--- src/rtl/dcache_req_arbiter_pkg.sv ---
// Shared widths, opcode encodings and the dcache request payload
// used by the arbiter, its tag tracker and the dcache-side interface.
package dcache_req_arbiter_pkg;
    localparam int XLEN             = 64;
    localparam int VIRTUAL_ADDR_LEN = 32;
    localparam int ROB_INDEX_WIDTH  = 2;
    localparam int ROB_DEPTH        = 1 << ROB_INDEX_WIDTH;

    localparam logic DCACHE_OP_LOAD  = 1'b0;
    localparam logic DCACHE_OP_STORE = 1'b1;

    typedef struct packed {
        logic                        opcode;
        logic [VIRTUAL_ADDR_LEN-1:0] addr;
        logic [2:0]                  typ;
        logic [XLEN-1:0]             data;
        logic [ROB_INDEX_WIDTH-1:0]  tag;
    } dc_req_t;
endpackage

--- src/rtl/dcache_req_arbiter_if.sv ---
// Dcache request/response port; master is the arbiter, slave is the dcache.
// Signal suffixes are relative to the arbiter.
interface dcache_req_arbiter_if;
    import dcache_req_arbiter_pkg::*;

    logic                        dc_req_valid_o;
    logic                        dc_req_ready_i;
    logic                        dc_opcode_o;
    logic [VIRTUAL_ADDR_LEN-1:0] dc_req_addr_o;
    logic [2:0]                  dc_type_o;
    logic [XLEN-1:0]             dc_st_data_o;
    logic [ROB_INDEX_WIDTH-1:0]  dc_rob_index_o;
    logic                        dc_resp_valid_i;
    logic                        dc_resp_ready_o;
    logic [XLEN-1:0]             dc_ld_data_i;
    logic [ROB_INDEX_WIDTH-1:0]  dc_rob_index_i;

    modport master (
        output dc_req_valid_o, dc_opcode_o, dc_req_addr_o, dc_type_o,
               dc_st_data_o, dc_rob_index_o, dc_resp_ready_o,
        input  dc_req_ready_i, dc_resp_valid_i, dc_ld_data_i, dc_rob_index_i
    );

    modport slave (
        input  dc_req_valid_o, dc_opcode_o, dc_req_addr_o, dc_type_o,
               dc_st_data_o, dc_rob_index_o, dc_resp_ready_o,
        output dc_req_ready_i, dc_resp_valid_i, dc_ld_data_i, dc_rob_index_i
    );
endinterface

--- src/rtl/dcache_req_arbiter_tag_tracker.sv ---
// Per-tag pending/killed bitmaps for outstanding loads. A flush marks every
// pending tag killed; a response handshake clears both bits for its tag.
module dcache_tag_tracker
    import dcache_req_arbiter_pkg::*;
(
    input  logic                       clk,
    input  logic                       rstn,
    input  logic                       flush_i,
    input  logic                       set_i,
    input  logic [ROB_INDEX_WIDTH-1:0] set_idx_i,
    input  logic                       clr_i,
    input  logic [ROB_INDEX_WIDTH-1:0] clr_idx_i,
    output logic [ROB_DEPTH-1:0]       pending_o,
    output logic [ROB_DEPTH-1:0]       killed_o
);
    logic [ROB_DEPTH-1:0] pending_q, pending_d;
    logic [ROB_DEPTH-1:0] killed_q, killed_d;
    logic [ROB_DEPTH-1:0] set_mask, clr_mask;

    // Clear is applied last so a same-cycle response beats the flush.
    always_comb begin
        set_mask = '0;
        clr_mask = '0;
        if (set_i) set_mask[set_idx_i] = 1'b1;
        if (clr_i) clr_mask[clr_idx_i] = 1'b1;
        pending_d = (pending_q | set_mask) & ~clr_mask;
        killed_d  = (flush_i ? (pending_q | set_mask) : killed_q) & ~clr_mask;
    end

    always_ff @(posedge clk or negedge rstn) begin
        if (!rstn) begin
            pending_q <= '0;
            killed_q  <= '0;
        end else begin
            pending_q <= pending_d;
            killed_q  <= killed_d;
        end
    end

    // A response for a tag with no load in flight is a protocol error.
    always_ff @(posedge clk) begin
        if (rstn && clr_i) assert (pending_q[clr_idx_i]);
    end

    assign pending_o = pending_q;
    assign killed_o  = killed_q;
endmodule

--- src/rtl/dcache_req_arbiter.sv ---
// Arbitrates the LSU load pipe and store-commit pipe onto one registered
// dcache request slot, and routes load responses back, dropping squashed ones.
module dcache_req_arbiter
    import dcache_req_arbiter_pkg::*;
#(
    parameter int STARVE_LIMIT     = 4,
    parameter int STARVE_CNT_WIDTH = 3
) (
    input  logic                        clk,
    input  logic                        rstn,
    input  logic                        flush_i,
    input  logic                        ld_req_valid_i,
    output logic                        ld_req_ready_o,
    input  logic [VIRTUAL_ADDR_LEN-1:0] ld_req_addr_i,
    input  logic [2:0]                  ld_req_type_i,
    input  logic [ROB_INDEX_WIDTH-1:0]  ld_req_rob_index_i,
    input  logic                        st_req_valid_i,
    output logic                        st_req_ready_o,
    input  logic [VIRTUAL_ADDR_LEN-1:0] st_req_addr_i,
    input  logic [2:0]                  st_req_type_i,
    input  logic [XLEN-1:0]             st_req_data_i,
    output logic                        ld_resp_valid_o,
    input  logic                        ld_resp_ready_i,
    output logic [XLEN-1:0]             ld_resp_data_o,
    output logic [ROB_INDEX_WIDTH-1:0]  ld_resp_rob_index_o,
    output logic [ROB_DEPTH-1:0]        outstanding_o,
    dcache_req_arbiter_if.master        dc
);
    dc_req_t                     slot_q, slot_d;
    logic                        slot_valid_q, slot_valid_d;
    logic [STARVE_CNT_WIDTH-1:0] starve_cnt_q, starve_cnt_d;
    logic [ROB_DEPTH-1:0]        pending, killed;
    logic slot_free, ld_ok, st_ok, st_urgent, ld_gnt, st_gnt, kill, resp_hs;

    assign slot_free = ~slot_valid_q | dc.dc_req_ready_i;
    // Eligibility looks at registered pending, so a tag freed this cycle is reusable next cycle.
    assign ld_ok     = ld_req_valid_i & ~pending[ld_req_rob_index_i] & ~flush_i;
    assign st_ok     = st_req_valid_i;
    assign st_urgent = st_ok & (starve_cnt_q >= STARVE_CNT_WIDTH'(STARVE_LIMIT));
    assign st_gnt    = slot_free & st_ok & (st_urgent | ~ld_ok);
    assign ld_gnt    = slot_free & ld_ok & ~st_gnt;

    assign ld_req_ready_o = ld_gnt;
    assign st_req_ready_o = st_gnt;

    always_comb begin
        slot_d       = slot_q;
        slot_valid_d = slot_valid_q;
        if (slot_free) begin
            slot_valid_d = ld_gnt | st_gnt;
            if (ld_gnt) begin
                slot_d = '{opcode: DCACHE_OP_LOAD, addr: ld_req_addr_i, typ: ld_req_type_i,
                           data: '0, tag: ld_req_rob_index_i};
            end else if (st_gnt) begin
                slot_d = '{opcode: DCACHE_OP_STORE, addr: st_req_addr_i, typ: st_req_type_i,
                           data: st_req_data_i, tag: '0};
            end
        end
    end

    always_comb begin
        starve_cnt_d = starve_cnt_q;
        if (st_gnt || !st_req_valid_i)
            starve_cnt_d = '0;
        else if (starve_cnt_q != '1)
            starve_cnt_d = starve_cnt_q + STARVE_CNT_WIDTH'(1);
    end

    always_ff @(posedge clk or negedge rstn) begin
        if (!rstn) begin
            slot_q       <= '0;
            slot_valid_q <= 1'b0;
            starve_cnt_q <= '0;
        end else begin
            slot_q       <= slot_d;
            slot_valid_q <= slot_valid_d;
            starve_cnt_q <= starve_cnt_d;
        end
    end

    assign dc.dc_req_valid_o = slot_valid_q;
    assign dc.dc_opcode_o    = slot_q.opcode;
    assign dc.dc_req_addr_o  = slot_q.addr;
    assign dc.dc_type_o      = slot_q.typ;
    assign dc.dc_st_data_o   = slot_q.data;
    assign dc.dc_rob_index_o = slot_q.tag;

    // Squashed responses are consumed here and never reach the load pipe.
    assign kill                = killed[dc.dc_rob_index_i] | flush_i;
    assign ld_resp_valid_o     = dc.dc_resp_valid_i & ~kill;
    assign ld_resp_data_o      = dc.dc_ld_data_i;
    assign ld_resp_rob_index_o = dc.dc_rob_index_i;
    assign dc.dc_resp_ready_o  = kill | ld_resp_ready_i;
    assign resp_hs             = dc.dc_resp_valid_i & dc.dc_resp_ready_o;

    dcache_tag_tracker u_tracker (
        .clk       (clk),
        .rstn      (rstn),
        .flush_i   (flush_i),
        .set_i     (ld_gnt),
        .set_idx_i (ld_req_rob_index_i),
        .clr_i     (resp_hs),
        .clr_idx_i (dc.dc_rob_index_i),
        .pending_o (pending),
        .killed_o  (killed)
    );

    assign outstanding_o = pending;
endmodule
--- src/flat_wrapper.sv ---
// flat-port wrapper written by rule: the top's interface ports become plain ports
module dcache_req_arbiter_flat import dcache_req_arbiter_pkg::*;
#(
    parameter int STARVE_LIMIT     = 4,
    parameter int STARVE_CNT_WIDTH = 3
)
  (clk, rstn, flush_i, ld_req_valid_i, ld_req_ready_o, ld_req_addr_i, ld_req_type_i, ld_req_rob_index_i, st_req_valid_i, st_req_ready_o, st_req_addr_i, st_req_type_i, st_req_data_i, ld_resp_valid_o, ld_resp_ready_i, ld_resp_data_o, ld_resp_rob_index_o, outstanding_o, dc_dc_req_valid_o, dc_dc_opcode_o, dc_dc_req_addr_o, dc_dc_type_o, dc_dc_st_data_o, dc_dc_rob_index_o, dc_dc_resp_ready_o, dc_dc_req_ready_i, dc_dc_resp_valid_i, dc_dc_ld_data_i, dc_dc_rob_index_i);
  dcache_req_arbiter_if dc_i ();
  input  logic clk;
  input  logic rstn;
  input  logic flush_i;
  input  logic ld_req_valid_i;
  output logic ld_req_ready_o;
  input  logic [VIRTUAL_ADDR_LEN-1:0] ld_req_addr_i;
  input  logic [2:0] ld_req_type_i;
  input  logic [ROB_INDEX_WIDTH-1:0] ld_req_rob_index_i;
  input  logic st_req_valid_i;
  output logic st_req_ready_o;
  input  logic [VIRTUAL_ADDR_LEN-1:0] st_req_addr_i;
  input  logic [2:0] st_req_type_i;
  input  logic [XLEN-1:0] st_req_data_i;
  output logic ld_resp_valid_o;
  input  logic ld_resp_ready_i;
  output logic [XLEN-1:0] ld_resp_data_o;
  output logic [ROB_INDEX_WIDTH-1:0] ld_resp_rob_index_o;
  output logic [ROB_DEPTH-1:0] outstanding_o;
  output wire logic [$bits(dc_i.dc_req_valid_o)-1:0] dc_dc_req_valid_o;
  output wire logic [$bits(dc_i.dc_opcode_o)-1:0] dc_dc_opcode_o;
  output wire logic [$bits(dc_i.dc_req_addr_o)-1:0] dc_dc_req_addr_o;
  output wire logic [$bits(dc_i.dc_type_o)-1:0] dc_dc_type_o;
  output wire logic [$bits(dc_i.dc_st_data_o)-1:0] dc_dc_st_data_o;
  output wire logic [$bits(dc_i.dc_rob_index_o)-1:0] dc_dc_rob_index_o;
  output wire logic [$bits(dc_i.dc_resp_ready_o)-1:0] dc_dc_resp_ready_o;
  input wire logic [$bits(dc_i.dc_req_ready_i)-1:0] dc_dc_req_ready_i;
  input wire logic [$bits(dc_i.dc_resp_valid_i)-1:0] dc_dc_resp_valid_i;
  input wire logic [$bits(dc_i.dc_ld_data_i)-1:0] dc_dc_ld_data_i;
  input wire logic [$bits(dc_i.dc_rob_index_i)-1:0] dc_dc_rob_index_i;
  assign dc_dc_req_valid_o = dc_i.dc_req_valid_o;
  assign dc_dc_opcode_o = dc_i.dc_opcode_o;
  assign dc_dc_req_addr_o = dc_i.dc_req_addr_o;
  assign dc_dc_type_o = dc_i.dc_type_o;
  assign dc_dc_st_data_o = dc_i.dc_st_data_o;
  assign dc_dc_rob_index_o = dc_i.dc_rob_index_o;
  assign dc_dc_resp_ready_o = dc_i.dc_resp_ready_o;
  assign dc_i.dc_req_ready_i = dc_dc_req_ready_i;
  assign dc_i.dc_resp_valid_i = dc_dc_resp_valid_i;
  assign dc_i.dc_ld_data_i = dc_dc_ld_data_i;
  assign dc_i.dc_rob_index_i = dc_dc_rob_index_i;
  dcache_req_arbiter #(.STARVE_LIMIT(STARVE_LIMIT), .STARVE_CNT_WIDTH(STARVE_CNT_WIDTH)) u_core (.clk(clk), .rstn(rstn), .flush_i(flush_i), .ld_req_valid_i(ld_req_valid_i), .ld_req_ready_o(ld_req_ready_o), .ld_req_addr_i(ld_req_addr_i), .ld_req_type_i(ld_req_type_i), .ld_req_rob_index_i(ld_req_rob_index_i), .st_req_valid_i(st_req_valid_i), .st_req_ready_o(st_req_ready_o), .st_req_addr_i(st_req_addr_i), .st_req_type_i(st_req_type_i), .st_req_data_i(st_req_data_i), .ld_resp_valid_o(ld_resp_valid_o), .ld_resp_ready_i(ld_resp_ready_i), .ld_resp_data_o(ld_resp_data_o), .ld_resp_rob_index_o(ld_resp_rob_index_o), .outstanding_o(outstanding_o), .dc(dc_i));
endmodule
--- config.mk ---
export PLATFORM = sky130hd
export DESIGN_NAME = dcache_req_arbiter_flat
export DESIGN_NICKNAME = d
export VERILOG_FILES = /design/src/rtl/dcache_req_arbiter_pkg.sv /design/src/rtl/dcache_req_arbiter_if.sv /design/src/rtl/dcache_req_arbiter_tag_tracker.sv /design/src/rtl/dcache_req_arbiter.sv /design/src/flat_wrapper.sv
export SDC_FILE = /design/constraint.sdc
export NUM_CORES = 1
export LEC_CHECK = 0
export CORE_AREA = 2 2 149 151
export DETAILED_ROUTE_END_ITERATION = 6
export DIE_AREA = 0 0 151 153
export GPL_ROUTABILITY_DRIVEN = 0
export GPL_TIMING_DRIVEN = 1
export MAX_ROUTING_LAYER = met4
export PLACE_DENSITY = 0.69
export SYNTH_ARGS = -nofsm -noshare
export SYNTH_HDL_FRONTEND = slang
export SYNTH_HIERARCHICAL = 1
export SYNTH_SLANG_ARGS = --single-unit
--- constraint.sdc ---
create_clock -name clk -period 2.94 [get_ports clk]
set_input_delay 0.882 -clock clk [delete_from_list [all_inputs] [get_ports clk]]
set_output_delay 0.882 -clock clk [all_outputs]
set_load 0.02 [all_outputs]
* Yosys cells after proc, flatten, opt, wreduce, memory -nomap -nowiden
Index checks and enable logic that the tools add are counted.
** Cells by class
- Add/sub/neg operators :: 1
- Order comparisons :: 5
- Bitwise gates (word level) :: 24
- Eq/ne operators :: 1
- Reduce and logical (&&, ||, !) cells :: 7
- Mux-type cells :: 15
** Operators by type and width (number)
- 102-bit two-way mux :: 2
- 4-bit two-way mux :: 3
- 1-bit AND :: 9
- 4-bit AND :: 2
- 2-bit by 3-bit less-than comparator with 1-bit output (second input constant) :: 2
- 3-bit two-way mux :: 2
- 1-bit NOT :: 6
- 1-bit OR :: 5
- 1-bit binary-select mux with 2-bit select :: 2
- 1-bit demux with 2-bit select :: 2
- 2-bit by 1-bit >= comparator with 1-bit output (second input constant) :: 2
- 1-bit two-way mux :: 4
- 4-bit NOT :: 1
- 4-bit OR :: 1
- 2-bit nonzero test :: 2
- 3-bit by 1-bit adder with 3-bit output (second input constant) :: 1
- 3-bit >= comparator (second input constant) :: 1
- 3-bit != test (second input constant) :: 1
- 1-bit logical AND :: 2
- 2-bit AND reduction :: 1
- 1-bit logical NOT :: 1
- 1-bit logical OR :: 1
** Word-level totals
- Output and inout bits :: 177
- Flip-flop bits (word level) :: 114

* Longest topological paths before layout
Gate-level depths: netlist (run 1).
- Depth in word-level cells :: 14
- Mapped depth :: 7
- Depth with buffers taken out :: 5

* Modules after synthesis
The synthesis (run 1) kept the hierarchy.
** Modules (own cells, without submodules)
- dcache_req_arbiter :: times used 1, cells an instance 364, sequential area each 2652.5 µm², area an instance 4684.5 µm²
- dcache_tag_tracker :: times used 1, cells an instance 32, sequential area each 200.2 µm², area an instance 344.1 µm²

* Worst setup path after synthesis (run 1)
No wires, ideal clock.
- Path kind :: input-to-output
- From :: in ld_req_rob_index_i[1]
- To :: out ld_req_ready_o
- Path slack :: 3 ps
- Data arrival time :: 2055 ps
- Stages on the path :: 5
- Required time :: 2058 ps
- Buffers on the path :: 2
- Cell sequence :: or3b_1 o22ai_2 buf_2 buf_4 and2_1
** Between the ends
- Cells in the longest elaborated chain, start to end :: 10
** RTL lines
- start: declaration :: RTL line flat_wrapper.sv:16 : input logic [ROB_INDEX_WIDTH-1:0] ld_req_rob_index_i;
- 1-bit binary-select mux with 2-bit select * :: RTL line dcache_req_arbiter.sv:37 : assign ld_ok = ld_req_valid_i & ~pending[ld_req_rob_index_i] & ~flush_i;
- 1-bit two-way mux (not written as such) * :: RTL line dcache_req_arbiter.sv:37
- 1-bit NOT * :: RTL line dcache_req_arbiter.sv:37
- 1-bit AND * (2 in series) :: RTL line dcache_req_arbiter.sv:37
- 1-bit NOT :: RTL line dcache_req_arbiter.sv:40 : assign st_gnt = slot_free & st_ok & (st_urgent | ~ld_ok);
- 1-bit OR :: RTL line dcache_req_arbiter.sv:40
- 1-bit AND :: RTL line dcache_req_arbiter.sv:40
- 1-bit NOT :: RTL line dcache_req_arbiter.sv:41 : assign ld_gnt = slot_free & ld_ok & ~st_gnt;
- 1-bit AND * :: RTL line dcache_req_arbiter.sv:41
- end: declaration :: RTL line flat_wrapper.sv:13 : output logic ld_req_ready_o;
Mark *: on every way between the ends. The rest lies on a longest branch, timed or not. The select of a mux whose other input is x is not followed.

* Final worst setup path (run 1)
- From :: in dc_dc_rob_index_i[0]
- To :: out dc_dc_resp_ready_o
** Between the ends
- Cells in the longest elaborated chain, start to end :: 4
** RTL lines
- start: declaration :: RTL line flat_wrapper.sv:37 : input wire logic [$bits(dc_i.dc_rob_index_i)-1:0] dc_dc_rob_index_i;
- 1-bit binary-select mux with 2-bit select :: RTL line dcache_req_arbiter.sv:89 : assign kill = killed[dc.dc_rob_index_i] | flush_i;
- 1-bit two-way mux (not written as such) :: RTL line dcache_req_arbiter.sv:89
- 1-bit OR :: RTL line dcache_req_arbiter.sv:89
- 1-bit OR :: RTL line dcache_req_arbiter.sv:93 : assign dc.dc_resp_ready_o = kill | ld_resp_ready_i;
- end: declaration :: RTL line flat_wrapper.sv:33 : output wire logic [$bits(dc_i.dc_resp_ready_o)-1:0] dc_dc_resp_ready_o;
Every way passes these cells. The select of a mux whose other input is x is not followed.

==> impl_metrics.py, run 1 <==
metrics = {
    "outcome": {
        "status": "completed",
    },
    "logic_synthesis": {
        "synth-seq-cells": 114,
        "netlist.top_cell.by_area": "dfrtp_1",
        "syn_inst": 396,
        "async_flop_share_pct": 100.0,
        "synthTopCellsByArea": "dfrtp_1 (57%), a22o_1 (11%), buf_4 (10%)",
        "ys_warn_count": 6,
        "synth-edff-count": 0,
        "netlist-cell-type-count": 33,
        "synth_fp_nets": 608,
        "syn_area_per_cell_sq_um": 12.70,
        "yosysTopAreaCellShare_pct": 56.73,
        "syn_area_sq_um": 5029,
        "ys.flop_type": "dfrtp_1",
        "synth_seq_area_share_pct": 56.73,
    },
    "power_and_ir_drop": {
        "pwr_density_cell_nw_per_um2": 701.7,
        "power_mw": 5.744,
        "leakagePower_nw": 3.615,
        "peakVddDrop_mv": 0.2735,
    },
    "floorplanning": {
        "die_area_sq_um": 23100,
        "chipWidth_um": 151,
        "coreArea_sq_um": 21490,
        "num_io_pins": 387,
        "dieHeight_um": 153,
        "start_util_pct": 23.40,
        "std_cell_rows": 54,
    },
    "critical_path": {
        "worstSetupStartpointType": "primary input",
        "end_kind": "output port",
        "crit_required_ns": 2.06,
        "r2r_start": "u_core/u_tracker/pending_o[2]",
        "critPathKind": "in -> out",
        "critPathArrivalTime_ns": 2.00,
        "r2r_setup_slack_ns": 0.72,
        "crit_fanout": 2,
        "r2r_end": "u_core/dc.dc_req_addr_o[25]",
        "crit_path_start": "dc_dc_rob_index_i[0]",
        "endpoint": "dc_dc_resp_ready_o",
        "reg2reg_depth": 7,
    },
    "min_path": {
        "hold_class": "in -> async",
    },
    "sta": {
        "worst_slack_ns": 0.05414,
        "slew_violations": 0,
        "rsz0062_at_grt": "no",
        "post-route-min-period_ns": 2.886,
        "tightestPinTransition_ns": 0.4677,
        "hold_viol_final": 0,
        "timing.slew.headroom_pct": 68.82,
        "clock_skew_ns": 0.01131,
        "setup_viol": 0,
        "setup_tns_ns": 0,
        "post-route-period-util_pct": 98.16,
        "fmax_ghz": 0.3465,
    },
    "drt": {
        "post_drt_via_cell_ratio": 4.539,
        "drt_iter0_drc": 126,
        "wl_um": 15610,
        "wl_per_cell_um": 17.38,
        "antenna_left": 0,
        "routed-via-count": 4076,
        "drc_errors": 0,
        "dr.pass1.iters": 4,
    },
    "placed_design": {
        "port_buffers": 258,
        "hpwl_um": 11300,
        "placed_cell_area_sq_um": 7559,
        "dp_slack_ns": -0.8720,
        "post-place-cells": 864,
    },
    "clock_tree": {
        "cts_buffers": 17,
        "clock_latency_ns": 0.41,
        "clock_path_buffers": 2,
        "cts_root_buf": "clkbuf_16",
        "htree_num_levels": 4,
        "clk_pin_slew_ns": 0.06,
        "cts_tree": "done",
        "clock-sinks": 114,
    },
    "grt": {
        "grt_start_max_net_pins": 60,
        "grt_pass1_vias": 4294,
        "globalRouteOverflowTotal": 0,
        "grt_pass1_wl_um": 23260,
        "grt_use_total_pct": 13.78,
        "grt_antenna_before_repair": 0,
    },
    "final_layout": {
        "fin_cells": 898,
        "areaGrowthSynthToFinish_pct": 62.78,
        "fin_nets": 817,
        "design_area_sq_um": 8185,
        "insertedDiodeCount": 0,
        "drive_above_1_share_pct": 12.46,
    },
    "run": {
        "cap_viol_max_count": 0,
    },
}
routing by layer:
metal,wire length [um],part of all wire [%],GRT usage [%],vias up
li1,-,-,-,1860
met1,6441,41,15.58,1971
met2,7421,48,22.16,196
met3,1211,7.8,3.612,49
met4,537,3.4,7.432,0
met5,0,0,-,-
worst max-delay path, cell delays in order:
cell and delay (ns):
buf_2 0.10, mux4_2 0.50, or3_4 0.38, buf_6 0.14
layout make-up:
type                            count  area [sq um]
Sequential cell                   114          2853
Multi-Input combinational cell    182          1549
Fill cell                        2126         13300
Tap cell                          280         350.3
Timing Repair Buffer              286          2815
Clock inverter                     13         160.2
Inverter                            4         15.01
Clock buffer                       19         442.9
cell usage after synthesis (2+ instances only):
| cell | instances |
|---|---|
| dfrtp_1 | 114 |
| buf_4 | 67 |
| a22o_1 | 66 |
| and3_1 | 36 |
| a221o_1 | 35 |
| buf_2 | 20 |
| clkbuf_1 | 7 |
| nor2_1 | 5 |
| nor3b_1 | 5 |
| a21oi_1 | 4 |
| inv_1 | 4 |
| a311oi_1 | 3 |
| nand3b_1 | 3 |
| and2_1 | 2 |
| and3b_1 | 2 |
| buf_6 | 2 |
| ha_1 | 2 |
| mux2i_1 | 2 |
| or3_1 | 2 |
| or3b_1 | 2 |
cell usage in the layout, fill, tap and decap left out, types with 2 or more instances in the layout:
cell / netlist / routed
a21oi_1: 4 / 3
a221o_1: 35 / 35
a22o_1: 66 / 66
a311oi_1: 3 / 3
and3_1: 36 / 36
and3b_1: 2 / 2
buf_12: 0 / 3
buf_2: 20 / 3
buf_4: 67 / 26
buf_6: 2 / 3
bufinv_16: 0 / 3
clkbuf_16: 0 / 17
clkdlybuf4s50_1: 0 / 247
clkinv_2: 0 / 4
clkinv_4: 0 / 3
clkinvlp_4: 0 / 2
dfrtp_1: 114 / 114
dlygate4sd2_1: 0 / 2
ha_1: 2 / 2
inv_1: 4 / 4
mux2_4: 1 / 2
mux2i_1: 2 / 2
nand3b_1: 3 / 3
nor2_1: 5 / 5
nor3b_1: 5 / 5
power by group:
part	switching, mW	total, mW	internal, mW
clock network	0.746	2.10	1.35
registers	0.165	2.01	1.84
logic	0.755	1.64	0.883
total	1.67	5.74	4.08
stage by stage:
stage,utilization (%),hold WS [ns]
floorplan,-,0.5192
global placement,35.18,0.4613
detailed placement,35.18,0.4817
CTS,38.07,0.3963
global route,38.10,0.4211
finish,38.10,0.4010
worst min-delay path by stage:
| stage | start | cells after the start | slack [ns] | end |
|---|---|---|---|---|
| finish | rstn | 1 | 0.40 | u_core/dc.dc_st_data_o[57] |
| global route | rstn | 1 | 0.42 | u_core/dc.dc_st_data_o[57] |
| CTS | rstn | 1 | 0.40 | u_core/dc.dc_st_data_o[57] |
| detailed placement | u_core/dc.dc_st_data_o[51] | 1 | 0.48 | u_core/dc.dc_st_data_o[51] |
| global placement | u_core/dc.dc_opcode_o | 1 | 0.46 | u_core/dc.dc_opcode_o |
| floorplan | u_core/u_tracker/killed_o[2] | 2 | 0.52 | u_core/u_tracker/killed_o[2] |
flip-flops by register name, indices dropped and copies added (netlist names):
name	count
u_core/dc.dc_opcode_o	1
u_core/dc.dc_req_addr_o	32
u_core/dc.dc_req_valid_o	1
u_core/dc.dc_rob_index_o	2
u_core/dc.dc_st_data_o	64
u_core/dc.dc_type_o	3
u_core/starve_cnt_q	3
u_core/u_tracker/killed_o	4
u_core/u_tracker/pending_o	4
logic make-up (layout without fill, tap and decap cells):
logic type,Yosys count,count (layout),share of synthesized area [%]
AND/OR/NAND/NOR,60,60,7.564
flip-flops,114,114,56.73
XOR/XNOR,1,1,0.1742
buffers and inverters,100,322,13.26
multiplexers,5,5,1.368
AO/OA/AOI/OAI,114,114,20.40
adder cells (fa/ha/maj),2,2,0.4976
repair_timing:
action	4_1_cts	5_1_grt
resized for setup	43	2
endpoints found under the hold margin	0	0
setup buffers	1	1
cloned	0	0
pin swaps	4	2
setup endpoints to repair	41	2
hold buffers	0	0
Power figures use the tool's default switching activity.
==> run 2: changes to the inputs <==
--- a/config.mk
+++ b/config.mk
@@ -5,13 +5,14 @@
 export SDC_FILE = /design/constraint.sdc
 export NUM_CORES = 1
 export LEC_CHECK = 0
+export ABC_AREA = 1
 export CORE_AREA = 2 2 149 151
 export DETAILED_ROUTE_END_ITERATION = 6
 export DIE_AREA = 0 0 151 153
 export GPL_ROUTABILITY_DRIVEN = 0
 export GPL_TIMING_DRIVEN = 1
 export MAX_ROUTING_LAYER = met4
-export PLACE_DENSITY = 0.69
+export PLACE_DENSITY = 0.71
 export SYNTH_ARGS = -nofsm -noshare
 export SYNTH_HDL_FRONTEND = slang
 export SYNTH_HIERARCHICAL = 1
==> impl_metrics.py, run 2 <==
metrics = {
    "outcome": {
        "status": "completed",
    },
    "sta": {
        "hold_viol_final": 0,
        "post-route-min-period_ns": 2.864,
        "post-route-period-util_pct": 97.42,
        "slew_violations": 0,
        "clock_skew_ns": 0.006612,
        "setup_tns_ns": 0,
        "fmax_ghz": 0.3491,
        "rsz0062_at_grt": "no",
        "setup_viol": 0,
        "tightestPinTransition_ns": 0.6937,
        "worst_hold_slack_ns": 0.4208,
        "timing.slew.headroom_pct": 53.75,
    },
    "clock_tree": {
        "cts_buffers": 17,
        "htree_num_levels": 4,
        "clock-sinks": 114,
        "clock_path_buffers": 2,
        "clock_latency_ns": 0.41,
        "clk_pin_slew_ns": 0.06,
        "cts_tree": "done",
        "cts_root_buf": "clkbuf_16",
    },
    "final_layout": {
        "largest_reg_flops": 64,
        "drive_above_1_share_pct": 8.851,
        "areaGrowthSynthToFinish_pct": 55.65,
        "final_cell_mix": "clkdlybuf4s50_1 (247), nand2_1 (224), nand3_1 (151)",
        "fin_nets": 1069,
        "fill_cells": 2173,
        "final_common_cell": "clkdlybuf4s50_1",
    },
    "logic_synthesis": {
        "netlist.top_cell.by_area": "dfrtp_1",
        "yosysTopAreaCellShare_pct": 51.88,
        "syn_area_sq_um": 5499,
        "synth_seq_area_share_pct": 51.88,
        "async_flop_share_pct": 100.0,
        "synth_fp_nets": 867,
        "netlist-cell-type-count": 23,
        "syn_area_per_cell_sq_um": 8.395,
        "synth-edff-count": 0,
        "synthTopCellsByArea": "dfrtp_1 (52%), nand2_1 (15%), nand3_1 (14%)",
        "synthMostInstantiatedCell": "nand2_1",
        "synthTopCellsByCount": "nand2_1 (224), nand3_1 (151), dfrtp_1 (114)",
        "ys_warn_count": 6,
        "ys.flop_type": "dfrtp_1",
        "synth-seq-cells": 114,
        "syn_inst": 655,
    },
    "critical_path": {
        "reg2reg_depth": 10,
        "r2r_start": "u_core/u_tracker/pending_o[3]",
        "crit_family": "buffers and inverters",
        "crit_path_top_delay_cell": "clkdlybuf4s50_1",
        "critical_path.max_stage_delay_ns": 0.45,
        "critPathArrivalTime_ns": 1.98,
        "r2r_end": "u_core/dc.dc_st_data_o[16]",
        "r2r_setup_slack_ns": 0.97,
        "worstSetupStartpointType": "primary input",
        "crit_fanout": 3,
        "crit_path_frequent_cell": "nand2_2",
        "cp_cell_sequence": "clkdlybuf4s50_1, inv_1, nand2_2, nand2_2, inv_2, nand2_2, inv_2, buf_4, buf_6",
        "end_kind": "output port",
        "path_depth": 9,
        "worst-path-buf-inv": 6,
        "crit_required_ns": 2.06,
        "critPathKind": "in -> out",
    },
    "floorplanning": {
        "num_io_pins": 387,
        "chipWidth_um": 151,
        "coreArea_sq_um": 21490,
        "die_area_sq_um": 23100,
        "dieHeight_um": 153,
        "start_util_pct": 25.59,
        "std_cell_rows": 54,
    },
    "placed_design": {
        "port_buffers": 258,
        "hpwl_um": 12220,
    },
    "min_path": {
        "hold_class": "in -> async",
    },
    "grt": {
        "grt_start_max_net_pins": 65,
        "grt_pass1_wl_um": 26420,
        "grt_pass1_vias": 5024,
        "grt_antenna_before_repair": 1,
        "globalRouteOverflowTotal": 0,
        "grt_use_total_pct": 15.31,
    },
    "drt": {
        "drt_iter0_drc": 173,
        "wl_per_cell_um": 15.12,
        "post_drt_via_cell_ratio": 4.404,
        "dr.pass1.iters": 6,
        "routed-via-count": 5069,
        "drc_errors": 0,
        "antenna_left": 0,
        "wl_um": 17410,
    },
    "power_and_ir_drop": {
        "leakagePower_nw": 4.036,
        "peakVddDrop_mv": 0.3612,
        "power_mw": 5.660,
        "pwr_density_cell_nw_per_um2": 661.3,
    },
    "run": {
        "cap_viol_max_count": 0,
    },
}
run 2: metal layers:
metal  GRT usage, %  vias up  routed length (um)
li1               -     2433                   -
met2          25.06      213                8401
met3          5.045       35                1367
met4          5.874        0                 343
met1          17.30     2388                7293
met5              -        -                   0
run 2: area by class of cell:
type	instances	area [sq um]	area share, %
sequential	114	2853	33.33
timing repair buffer	283	2815	32.89
multi-input combinational	407	1836	21.44
clock buffer	17	425.4	4.970
tap	280	350.3	4.093
clock inverter	15	150.1	1.754
inverter	34	127.6	1.491
antenna	1	2.502	0.02924
run 2: through the flow:
step,cell area (sq um),worst slack [ns],util (%),std cells
5_1_grt,8559,0.003921,39.84,1151
4_1_cts,8527,0.008631,39.69,1147
3_5_place_dp,7949,-0.6351,37.00,1115
3_3_place_gp,7949,-0.6307,37.00,1115
2_1_floorplan,5499,0.02702,-,655
6_report,8559,0.07584,39.84,1151
run 2: logic make-up after synthesis:
group                    share of synthesized area, %
XOR/XNOR                                       0.1593
buffers and inverters                           14.97
adder cells (fa/ha/maj)                        0.4550
AND/OR/NAND/NOR                                 31.63
AO/OA/AOI/OAI                                  0.9102
flip-flops                                      51.88
run 2: worst max-delay path by stage:
| stage | to | from | slack (ns) |
|---|---|---|---|
| after floorplan | ld_req_ready_o | ld_req_valid_i | 0.03 |
| after CTS | ld_req_ready_o | ld_req_valid_i | 0.009 |
| final | st_req_ready_o | dc_dc_req_ready_i | 0.08 |
| after global routing | dc_dc_resp_ready_o | dc_dc_rob_index_i[0] | 0.004 |
| after global placement | dc_dc_resp_ready_o | dc_dc_rob_index_i[0] | -0.63 |
| after detailed placement | dc_dc_resp_ready_o | dc_dc_rob_index_i[0] | -0.64 |
run 2: report_power, final:
| group | switching (mW) | leakage, nW | internal [mW] |
|---|---|---|---|
| clock network | 0.846 | 0.275 | 1.19 |
| logic | 0.854 | 2.33 | 0.793 |
| registers | 0.148 | 1.43 | 1.83 |
| total | 1.85 | 4.04 | 3.81 |
run 2: timing repair:
item                       4_1_cts  5_1_grt
hold buffers                     0        0
gates resized for setup         26        4
setup endpoints to repair        6        4
buffers inserted                 0        3
pin swaps                        0        4
